`src/rtl/simmem_release_scheduler.sv`:
```
// Delay-timed release scheduler: holds bank addresses until their delay expires,
// then presents the oldest eligible address on a valid/ready release port.
module simmem_release_scheduler #(
    parameter int NumSlots      = 8,
    parameter int TotalCapacity = 128,
    parameter int DelayWidth    = 8,
    localparam int AW   = $clog2(TotalCapacity),
    localparam int OccW = $clog2(NumSlots + 1)
) (
    input  logic                  clk_i,
    input  logic                  rst_i,
    input  logic                  in_valid_i,
    output logic                  in_ready_o,
    input  logic [AW-1:0]         in_addr_i,
    input  logic [DelayWidth-1:0] in_delay_i,
    output logic                  release_valid_o,
    input  logic                  release_ready_i,
    output logic [AW-1:0]         release_addr_o,
    output logic [OccW-1:0]       occupancy_o
);

    localparam int IdxW = (NumSlots > 1) ? $clog2(NumSlots) : 1;

    typedef enum logic {S_IDLE, S_PRESENT} state_t;

    logic [NumSlots-1:0]   r_valid;
    logic [AW-1:0]         r_addr  [NumSlots];
    logic [DelayWidth-1:0] r_cnt   [NumSlots];
    logic [NumSlots-1:0]   r_older [NumSlots];   // r_older[i][j]: slot i accepted before slot j
    state_t                r_state;
    logic [IdxW-1:0]       r_sel;
    logic                  r_rel_valid;
    logic [AW-1:0]         r_rel_addr;
    logic [OccW-1:0]       r_occ;

    logic [NumSlots-1:0]   w_elig;
    logic [NumSlots-1:0]   w_mask;
    logic [NumSlots-1:0]   w_blocked;
    logic [IdxW-1:0]       w_pick_idx;
    logic                  w_pick_any;
    logic [IdxW-1:0]       w_free_idx;
    logic                  w_accept;
    logic                  w_release;

    // The slot under handshake is masked so a back-to-back pick never repeats it.
    always_comb begin
        w_elig     = '0;
        w_blocked  = '0;
        w_pick_idx = '0;
        w_free_idx = '0;
        for (int i = 0; i < NumSlots; i++) begin
            w_elig[i] = r_valid[i] && (r_cnt[i] == '0);
        end
        w_mask = w_elig;
        if (r_state == S_PRESENT) begin
            w_mask[r_sel] = 1'b0;
        end
        w_pick_any = |w_mask;
        for (int i = 0; i < NumSlots; i++) begin
            for (int j = 0; j < NumSlots; j++) begin
                if (w_mask[j] && r_older[j][i]) begin
                    w_blocked[i] = 1'b1;
                end
            end
        end
        for (int i = 0; i < NumSlots; i++) begin
            if (w_mask[i] && !w_blocked[i]) begin
                w_pick_idx = IdxW'(i);
            end
        end
        for (int i = NumSlots - 1; i >= 0; i--) begin
            if (!r_valid[i]) begin
                w_free_idx = IdxW'(i);
            end
        end
    end

    assign in_ready_o      = ~&r_valid;
    assign w_accept        = in_valid_i && in_ready_o;
    assign w_release       = (r_state == S_PRESENT) && release_ready_i;
    assign release_valid_o = r_rel_valid;
    assign release_addr_o  = r_rel_addr;
    assign occupancy_o     = r_occ;

    // Addresses are pure payload; a slot's address is only read while it is valid.
    always_ff @(posedge clk_i) begin
        if (w_accept) begin
            r_addr[w_free_idx] <= in_addr_i;
        end
    end

    always_ff @(posedge clk_i or posedge rst_i) begin
        if (rst_i) begin
            r_valid     <= '0;
            r_state     <= S_IDLE;
            r_sel       <= '0;
            r_rel_valid <= 1'b0;
            r_rel_addr  <= '0;
            r_occ       <= '0;
            for (int i = 0; i < NumSlots; i++) begin
                r_cnt[i]   <= '0;
                r_older[i] <= '0;
            end
        end else begin
            for (int i = 0; i < NumSlots; i++) begin
                if (r_valid[i] && (r_cnt[i] != '0)) begin
                    r_cnt[i] <= r_cnt[i] - DelayWidth'(1);
                end
            end
            if (w_accept) begin
                r_valid[w_free_idx] <= 1'b1;
                r_cnt[w_free_idx]   <= in_delay_i;
                r_older[w_free_idx] <= '0;
                for (int k = 0; k < NumSlots; k++) begin
                    r_older[k][w_free_idx] <= r_valid[k];
                end
            end
            // Release clears come last so they win over the age bits set by a same-cycle accept.
            if (w_release) begin
                r_valid[r_sel] <= 1'b0;
                r_older[r_sel] <= '0;
                for (int k = 0; k < NumSlots; k++) begin
                    r_older[k][r_sel] <= 1'b0;
                end
            end
            if (w_accept && !w_release) begin
                r_occ <= r_occ + OccW'(1);
            end else if (!w_accept && w_release) begin
                r_occ <= r_occ - OccW'(1);
            end
            case (r_state)
                S_IDLE: begin
                    if (w_pick_any) begin
                        r_sel       <= w_pick_idx;
                        r_rel_valid <= 1'b1;
                        r_rel_addr  <= r_addr[w_pick_idx];
                        r_state     <= S_PRESENT;
                    end
                end
                S_PRESENT: begin
                    if (release_ready_i) begin
                        if (w_pick_any) begin
                            r_sel      <= w_pick_idx;
                            r_rel_addr <= r_addr[w_pick_idx];
                        end else begin
                            r_rel_valid <= 1'b0;
                            r_state     <= S_IDLE;
                        end
                    end
                end
                default: r_state <= S_IDLE;
            endcase
        end
    end

endmodule

```
`config.mk`:
```
export PLATFORM = sky130hd
export DESIGN_NAME = simmem_release_scheduler
export DESIGN_NICKNAME = d
export VERILOG_FILES = /design/src/rtl/simmem_release_scheduler.sv
export SDC_FILE = /design/constraint.sdc
export NUM_CORES = 1
export LEC_CHECK = 0
export ABC_AREA = 1
export BUFFER_PORTS_ARGS = -buffer_cell sky130_fd_sc_hd__buf_2
export CAP_MARGIN = 20
export CORE_ASPECT_RATIO = 1.2
export CORE_MARGIN = 2
export CORE_UTILIZATION = 40
export CTS_BUF_LIST = sky130_fd_sc_hd__clkbuf_16
export CTS_CLUSTER_SIZE = 24
export DETAILED_ROUTE_END_ITERATION = 6
export GPL_ROUTABILITY_DRIVEN = 1
export SETUP_SLACK_MARGIN = 0.05
export SYNTH_ARGS = -nofsm -noshare
export SYNTH_HDL_FRONTEND = slang
export SYNTH_SLANG_ARGS = --single-unit
```
`constraint.sdc`:
```
create_clock -name clk_i -period 6.7 [get_ports clk_i]
set_clock_uncertainty 0.15 [all_clocks]
set_input_delay 0.335 -clock clk_i [delete_from_list [all_inputs] [get_ports clk_i]]
set_output_delay 0.335 -clock clk_i [all_outputs]
set_load 0.1 [all_outputs]
```
==> impl_results.md, run 1 <==
- Min-Delay Path Class: primary input to register
- Area share of the largest cell type after synthesis: 35.7%
- PostCTS Resize Cnt: 0
- Number of pins with negative max-slew slack in the final report: 0
- Post-synthesis share of cell area spent on xor and xnor gates: 3.99%
- Count of warnings emitted by yosys: 0
- Ranking of synthesized cells by area: dfrtp_1 (36%), edfxtp_1 (17%), nand2_1 (9.0%), inv_1 (5.7%), nand3_1 (5.5%)
- Number of nets still failing antenna checks after routing: 0
- Maximum frequency from static timing analysis: 266 MHz
- Die H: 178 µm
- Final instance count without filler cells: 1559
- Clock insertion delay at the later pin of the skew report: 0.45 ns
- Max-slew headroom at the worst pin: 34.9%
- Combinational family with the most area after synthesis: simple AND/OR/NAND/NOR gates
- Via count normalized by instance count: 5.18
- Adder-Cell Fraction of Synth Area: 2.31%
- Number of setup violations in the final report: 0
- Cell accounting for the most synthesized area: dfrtp_1
- Basic-gate share of the synthesized area counting and, or, nand and nor cells: 23.1%
- Distinct cells, synth: 43
- Number of DRC markers in iteration 0: 515
- Floorplan die area: 26500 µm²
- Core Box Area: around 25000 µm²
- Count of endpoints failing hold in the final timing report: 0
- Worst Setup End Kind: register
- Via count: 8075
- Clock Root Buffer: clkbuf_16
- Critical Path Start Type: register
- Post-synthesis mux area share: 0%
- Clock-pin transition on the worst setup and hold timing paths: approximately 0.07 ns
- Largest net degree at the start of global routing: between 70 and 80
- Compound-Gate Fraction of Synth Area: 10.1%
- Synth Cell Area: 10100 µm²
- Diode count: 0
- Start point of the worst min-delay path: in_delay_i[4]
- Result of the run: finished, final reports clean
- Average wire per standard cell: 18.0 µm
- Overflow left after global routing: 0
- Capturing point of the worst reg2reg path: release_addr_o[1]
- Synthesized flop and latch total: 200
- Cts bufs inserted: 17
- Post-layout instance area: roughly 11000 µm²
- Remaining routing DRC violations: 0
- Effective utilization at floorplan: 40.8%
- Mean area per synthesized cell: 8.46 µm²
- HPWL Detailed: 19800 µm
- Overall routing resource usage: 22.4%
- Final Power: a little over 5 mW
- Clk sink count: 200
- Cell depth of the worst flop-to-flop path: 15
- Combined flip-flop and latch cell area: 5290 µm²
- Number of standard cells after synthesis: about 1200
- Maxcap violations: 0
- Synth Flop Type: dfrtp_1
- Number of fill cells in the layout: 2502
- Final critical-path share of the clock period: 56.0%
- Via count of the first global-routing pass: 7981
- Highest net fanout along the worst path: 30
- Net count, final: 1258
- Buffers inserted during post-CTS setup optimization: 0
- Required time at the endpoint of the critical path: 6.93 ns
- Leakage power summed over all cells: approximately 5.2 nW
- Placed cell areas: 10500 µm²
- First drt pass iteration count: 5
- End of the worst hold path: r_cnt[60]
- Number of port buffers: 31
- Longest Clk Path Bufs: 2
- Site Rows: 63
- H-tree levels: 4
- Power per cell area: 464 nW/µm²
- Number of enable-type register cells in the synthesized netlist: 56
- Worst Path Arrival: between 3 and 4 ns
- Startpoint of the lowest-slack register-to-register path: r_sel[0]
- Register area share after synthesis: 52.4%
- Setup repair after global routing missed its margin: no
- Die outline width: between 100 and 150 µm
- Worst vdd rail ir drop: 0.321 mV
- Share of flip-flops with an asynchronous set or reset: between 70% and 80%
- Worst hold path depth: 3
- WL final: 28000 µm
- IO Count: 32
- Final critical-path required period: 3.75 ns
- Antenna violations before repair: 0
- Transition time at the pin with the least slew margin: 0.974 ns
- Layout Area Growth over Synthesis: 10.3%
- WHS: 0.0177 ns
- Clock tree from TritonCTS: yes
- First-pass GRT wire length: roughly 45000 µm
- Reg2reg setup slack: roughly 2.9 ns
- Post-Syn Nets: 1229
- Accumulated negative setup slack: 0 ns
- Cell count after placement: approximately 1500
- Multi-input logic area: 3990 µm²
- GPL Wtd Cong: about 1.0
- Fraction of final layout cells with drive strength greater than 1: 9.16%
- Critical path class: register to register
## state kept, by name (all words and copies together), names as in the netlist
register and flops:
r_state 1, r_older 56, r_valid 8, r_cnt 64
r_sel 3, occupancy_o 4, release_addr_o 7, r_addr 56
release_valid_o 1
## layout make-up
| class | instances | area share (%) |
|---|---|---|
| Tap cell | 325 | 3.65 |
| Multi-Input combinational cell | 789 | 35.8 |
| Inverter | 171 | 5.81 |
| Timing Repair Buffer | 42 | 2.36 |
| Clock buffer | 17 | 3.82 |
| Sequential cell | 200 | 47.5 |
| Clock inverter | 15 | 1.06 |
## stage by stage
| step | utilization, % | setup slack [ns] |
|---|---|---|
| floorplan | - | 2.35 |
| global route | 45.0 | 2.56 |
| global placement | 42.6 | 3.01 |
| finish | 45.0 | 2.95 |
| CTS | 44.9 | 2.92 |
| detailed placement | 42.6 | 2.96 |
## cells in the mapped netlist (all sizes together) (17+ instances only)
cell type	count
nor3	25
clkbuf	19
dfrtp	144
xor2	34
a21oi	35
inv	170
a211oi	17
edfxtp	56
nand3	110
o21ai	105
nand2	249
nor2	141
ha	17
## cell families (layout without fill, tap and decap cells)
group,after synthesis,in the layout
buffers and inverters,203,245
adders and majority gates,18,18
and+or+nand+nor,546,546
AOI/OAI and AO/OA,179,179
DFF,200,200
xor gates and xnor gates,46,46
## how the worst max path moves through the flow
stage	start	to	slack, ns	cells after the start
floorplan	rst_i	occupancy_o[0]	2.35	1
global placement	r_cnt[16]	release_addr_o[3]	3.01	17
detailed placement	r_sel[0]	release_addr_o[1]	2.96	15
CTS	r_sel[0]	release_addr_o[1]	2.92	15
global route	r_sel[0]	release_addr_o[1]	2.56	15
finish	r_sel[0]	release_addr_o[1]	2.95	15
## placed cells by master (no fill, tap or decap), types with 7 or more instances in the layout
cell type,n
inv_2,17
buf_4,8
inv_1,153
nand2_2,7
nand3_1,110
xor2_1,34
dfrtp_1,144
clkbuf_16,17
a21oi_1,33
buf_2,31
o21ai_1,10
nor4_1,7
o21ai_0,95
nand2_1,242
xnor2_1,12
nor2_2,10
nor2_1,130
edfxtp_1,56
ha_1,17
nor3_1,24
a211oi_1,16
## report_power, final
group	switching [mW]	internal, mW	leakage [nW]	total [mW]
logic	1.45	0.681	2.77	2.13
registers	0.324	1.73	2.21	2.06
clock network	0.492	0.484	0.268	0.977
## layer usage
metal  share of wire (%)  vias to the layer above  GRT usage (%)
li1                    -                     3937              -
met2                  49                      222           38.1
met5                   0                        -              0
met1                  44                     3857           28.6
met3                 4.3                       59           3.47
met4                 3.5                        0           8.89
## critical path: stages (launching register included)
cell	delay, ns
dfrtp_1	0.48
inv_2	0.16
nand2_1	0.08
nor2_1	0.26
nor2_2	0.08
nand2_2	0.15
inv_2	0.07
nand2_1	0.06
nand2_1	0.06
a211oi_1	0.18
nand2_1	0.60
nand2_1	0.35
inv_2	0.06
a21oi_1	0.64
nand3_1	0.17
nand3_1	0.13
## timing repair
action | CTS | global route
hold endpoints to repair | 68 | 0
hold buffers | 2 | 0
setup endpoints to repair | 0 | 0
No activity file was read; power rests on OpenSTA's default activity.
==> run 2, diff against run 1 <==
- ABC_AREA: 1 -> 0
- clock period: 6.7 -> 3.33 ns (I/O delays scaled with it)
==> impl_results.md, run 2 <==
- Clock insertion delay at the later pin of the skew report: 0.44 ns (was 0.45 ns)
- Register containing the most flip-flops in the final layout: r_cnt (unchanged)
- Final critical-path share of the clock period: 101% (was 56.0%)
- Number of setup violations in the final report: 2 (was 0)
- Average wire per standard cell: 19.9 µm (was 18.0 µm)
- Number of port buffers: 31 (unchanged)
- Worst vdd rail ir drop: 0.670 mV (was 0.321 mV)
- Max-slew headroom at the worst pin: 46.5% (was 34.9%)
- Max stage delay on crit path: 0.53 ns (was 0.64 ns)
- Via count: 8119 (was 8075)
- Synth Flop Type: dfrtp_1 (unchanged)
- Count leader, synth: dfrtp_1 (was nand2_1)
- Die outline width: 148 µm (was 149 µm)
- Via count of the first global-routing pass: 8111 (was 7981)
- Site Rows: 63 (unchanged)
- Transition time at the pin with the least slew margin: 0.802 ns (was 0.974 ns)
- Diode count: 0 (unchanged)
- Most common cell after layout, fill and taps aside: dfrtp_1 (was nand2_1)
- Via count normalized by instance count: 5.49 (was 5.18)
- Number of pins with negative max-slew slack in the final report: 0 (unchanged)
- WHS: 0.322 ns (was 0.0177 ns)
- Largest net degree at the start of global routing: 145 (was 78)
- Leakage power summed over all cells: 4.99 nW (was 5.24 nW)
- Count of warnings emitted by yosys: 0 (unchanged)
- Most used cells in the layout excluding fill and tap cells: dfrtp_1 (140), buf_4 (121), nand2_1 (119), nor2_1 (112), o21ai_0 (65) (was nand2_1 (242), inv_1 (153), dfrtp_1 (144), nor2_1 (130), nand3_1 (110))
- GPL Wtd Cong: 0.946 (was 1.02)
- Clk sink count: 200 (unchanged)
- Floorplan die area: 26100 µm² (was 26500 µm²)
- Count of endpoints failing hold in the final timing report: 0 (unchanged)
- Clock tree from TritonCTS: yes (unchanged)
- Worst setup slack after layout: -0.0224 ns (was 2.95 ns)
- Synthesized flop and latch total: 200 (unchanged)
- Share of flip-flops with an asynchronous set or reset: 72.0% (unchanged)
- Combined flip-flop and latch cell area: 5290 µm² (about the same)
- Critical Path Start Type: register (unchanged)
- Cell types with the highest counts after synthesis: dfrtp_1 (144), nand2_1 (120), nor2_1 (115) (was nand2_1 (242), inv_1 (153), dfrtp_1 (144))
- CP Cell Sequence: inv_2 -> ha_4 -> or3b_4 -> or4_4 -> a2111oi_4 -> o2111ai_2 -> buf_4 -> and2_4 -> a211oi_4 -> buf_4 -> a21oi_1 -> a211o_1 (was inv_2 -> nand2_1 -> nor2_1 -> nor2_2 -> nand2_2 -> inv_2 -> nand2_1 -> nand2_1 -> a211oi_1 -> nand2_1 -> nand2_1 -> inv_2 -> a21oi_1 -> nand3_1 -> nand3_1)
- Longest Clk Path Bufs: 2 (unchanged)
- H-tree levels: 4 (unchanged)
- Area share of the largest cell type after synthesis: 36.2% (was 35.7%)
- Number of fill cells in the layout: 2273 (was 2502)
- Cts bufs inserted: 17 (unchanged)
- Final Core Density: 50.1% (was 45.0%)
- Most common cell type on the critical path: buf_4 (was nand2_1)
- Distinct cells, synth: 75 (was 43)
- Fraction of final layout cells with drive strength greater than 1: 23.4% (was 9.16%)
- Maxcap violations: 0 (unchanged)
- Required time at the endpoint of the critical path: 3.51 ns (was 6.93 ns)
- Worst-path cell with the longest stage delay: or4_4 (was a21oi_1)
- WL final: 29400 µm (was 28000 µm)
- Die H: 177 µm (was 178 µm)
- Cell accounting for the most synthesized area: dfrtp_1 (unchanged)
- Result of the run: finished with violations (was finished, final reports clean)
- Number of enable-type register cells in the synthesized netlist: 56 (unchanged)
- Number of standard cells after synthesis: 999 (was 1192)
- Power per cell area: 889 nW/µm² (was 464 nW/µm²)
- Remaining routing DRC violations: 0 (unchanged)
- Violated checks: negative setup slack
- Overall routing resource usage: 23.1% (was 22.4%)
- Core Box Area: 24600 µm² (was 24800 µm²)
- Layout Area Growth over Synthesis: 23.9% (was 10.3%)
- Net count, final: 1177 (was 1258)
- Synth Cell Area: 9940 µm² (was 10100 µm²)
- Top Registers: r_cnt (64), r_addr (56), r_older (56) (unchanged)
- Mean area per synthesized cell: 9.95 µm² (was 8.46 µm²)
- Worst Setup End Kind: register (unchanged)
- Ranking of synthesized cells by area: dfrtp_1 (36%), edfxtp_1 (17%), nand2_1 (4.5%), nor2_1 (4.3%), xnor2_1 (3.9%) (was dfrtp_1 (36%), edfxtp_1 (17%), nand2_1 (9.0%), inv_1 (5.7%), nand3_1 (5.5%))
- Min-Delay Path Class: register to register (was primary input to register)
- Flip-flop count of the largest register after layout: 64 (unchanged)
- Maximum frequency from static timing analysis: 298 MHz (was 266 MHz)
- Antenna violations before repair: 0 (unchanged)
- HPWL Detailed: 21100 µm (was 19800 µm)
- Clock Root Buffer: clkbuf_16 (unchanged)
- Worst slack after detailed placement: -0.0855 ns (was 2.96 ns)
- IO Count: 32 (unchanged)
- Final critical-path required period: 3.35 ns (was 3.75 ns)
- First drt pass iteration count: 7 (was 5)
- Post-Syn Nets: 1036 (was 1229)
- Worst Path Arrival: 3.53 ns (was 3.98 ns)
- Overflow left after global routing: 0 (unchanged)
- Critical path class: register to register (unchanged)
- Register area share after synthesis: 53.2% (was 52.4%)
- Clock-pin transition on the worst setup and hold timing paths: 0.08 ns (was 0.07 ns)
- Number of DRC markers in iteration 0: 537 (was 515)
- Number of nets still failing antenna checks after routing: 0 (unchanged)
- Effective utilization at floorplan: 40.4% (was 40.8%)
- Highest net fanout along the worst path: 9 (was 30)
- Setup repair after global routing missed its margin: yes (was no)
- First-pass GRT wire length: 45600 µm (was 44700 µm)
- Multi-input logic area: 4520 µm² (was 3990 µm²)
run 2: cell types whose count changed after synthesis, sizes merged, moves of 25 or more:
cell / before / now
inv: 170 / 37
o21ai: 105 / 68
nand3: 110 / 28
nor2: 141 / 116
nand2: 249 / 120
clkbuf: 19 / 46
nor4: 7 / 35
xnor2: 12 / 44
run 2: critical path: cells and delay by family (launching register included):
kind,cells,cell delay [ns]
compound gates,5,1.03
buf+inv,3,0.48
simple gates,3,1.08
flops,1,0.39
fa+ha+maj,1,0.12
run 2: what timing repair did:
| action | in CTS | in global routing |
|---|---|---|
| resized for setup | 17 | 41 |
| setup endpoints to repair | 7 | 7 |
| pin swaps | 3 | 7 |
| endpoints found under the hold margin | 264 | 0 |
| hold buffers | 18 | 0 |
| buffers inserted | 3 | 10 |
run 2: path summary, 6_finish.rpt:
path	from	end	slack [ns]	cells past startpoint
max in group asynchronous	rst_i	r_sel[1]	2.03	4
max	r_cnt[25]	release_addr_o[0]	-0.02	12
min in group asynchronous	rst_i	r_cnt[10]	0.34	4
max reg2reg	r_cnt[25]	release_addr_o[0]	-0.02	12
min	occupancy_o[3]	occupancy_o[3]	0.32	1
min reg2reg	occupancy_o[3]	occupancy_o[3]	0.32	1
run 2: layer usage:
| layer | global-route usage, % | wire, µm |
|---|---|---|
| met3 | 3.14 | 1530 |
| met4 | 9.68 | 1050 |
| met5 | 0 | 0 |
| met1 | 29.1 | 12100 |
| met2 | 40.0 | 14600 |
run 2: layout make-up:
| class | count | area share (%) |
|---|---|---|
| inverters | 37 | 1.16 |
| clock buffers | 17 | 3.45 |
| multi-input cells | 708 | 36.7 |
| clock inverters | 15 | 1.64 |
| well taps | 325 | 3.30 |
| repair buffers | 176 | 10.8 |
| flip-flops and latches | 200 | 42.9 |
run 2: stage by stage:
step                      setup TNS, ns  power [mW]  instances  cell area (µm²)
after floorplan                       0        7.10        999             9970
after global placement           -0.126        8.45       1415            11200
after detailed placement         -0.407        8.55       1415            11200
after CTS                             0        10.8       1468            12100
after global routing             -0.842        11.6       1478            12300
final                           -0.0349        10.9       1478            12300
run 2: kinds of logic after synthesis:
family / Yosys count / share of synthesized area [%]
AO/OA/AOI/OAI: 180 / 11.6
AND/OR/NAND/NOR: 431 / 21.9
buffers and inverters: 91 / 3.64
multiplexers: 25 / 2.62
XOR/XNOR: 54 / 4.76
flip-flops: 200 / 53.2
adder cells (fa/ha/maj): 18 / 2.34
run 2: power by group:
group          total (mW)  internal [mW]  switching [mW]
combinational        4.56           1.89            2.67
clock                2.21           1.15            1.06
sequential           4.18           3.42           0.753
total                10.9           6.47            4.48
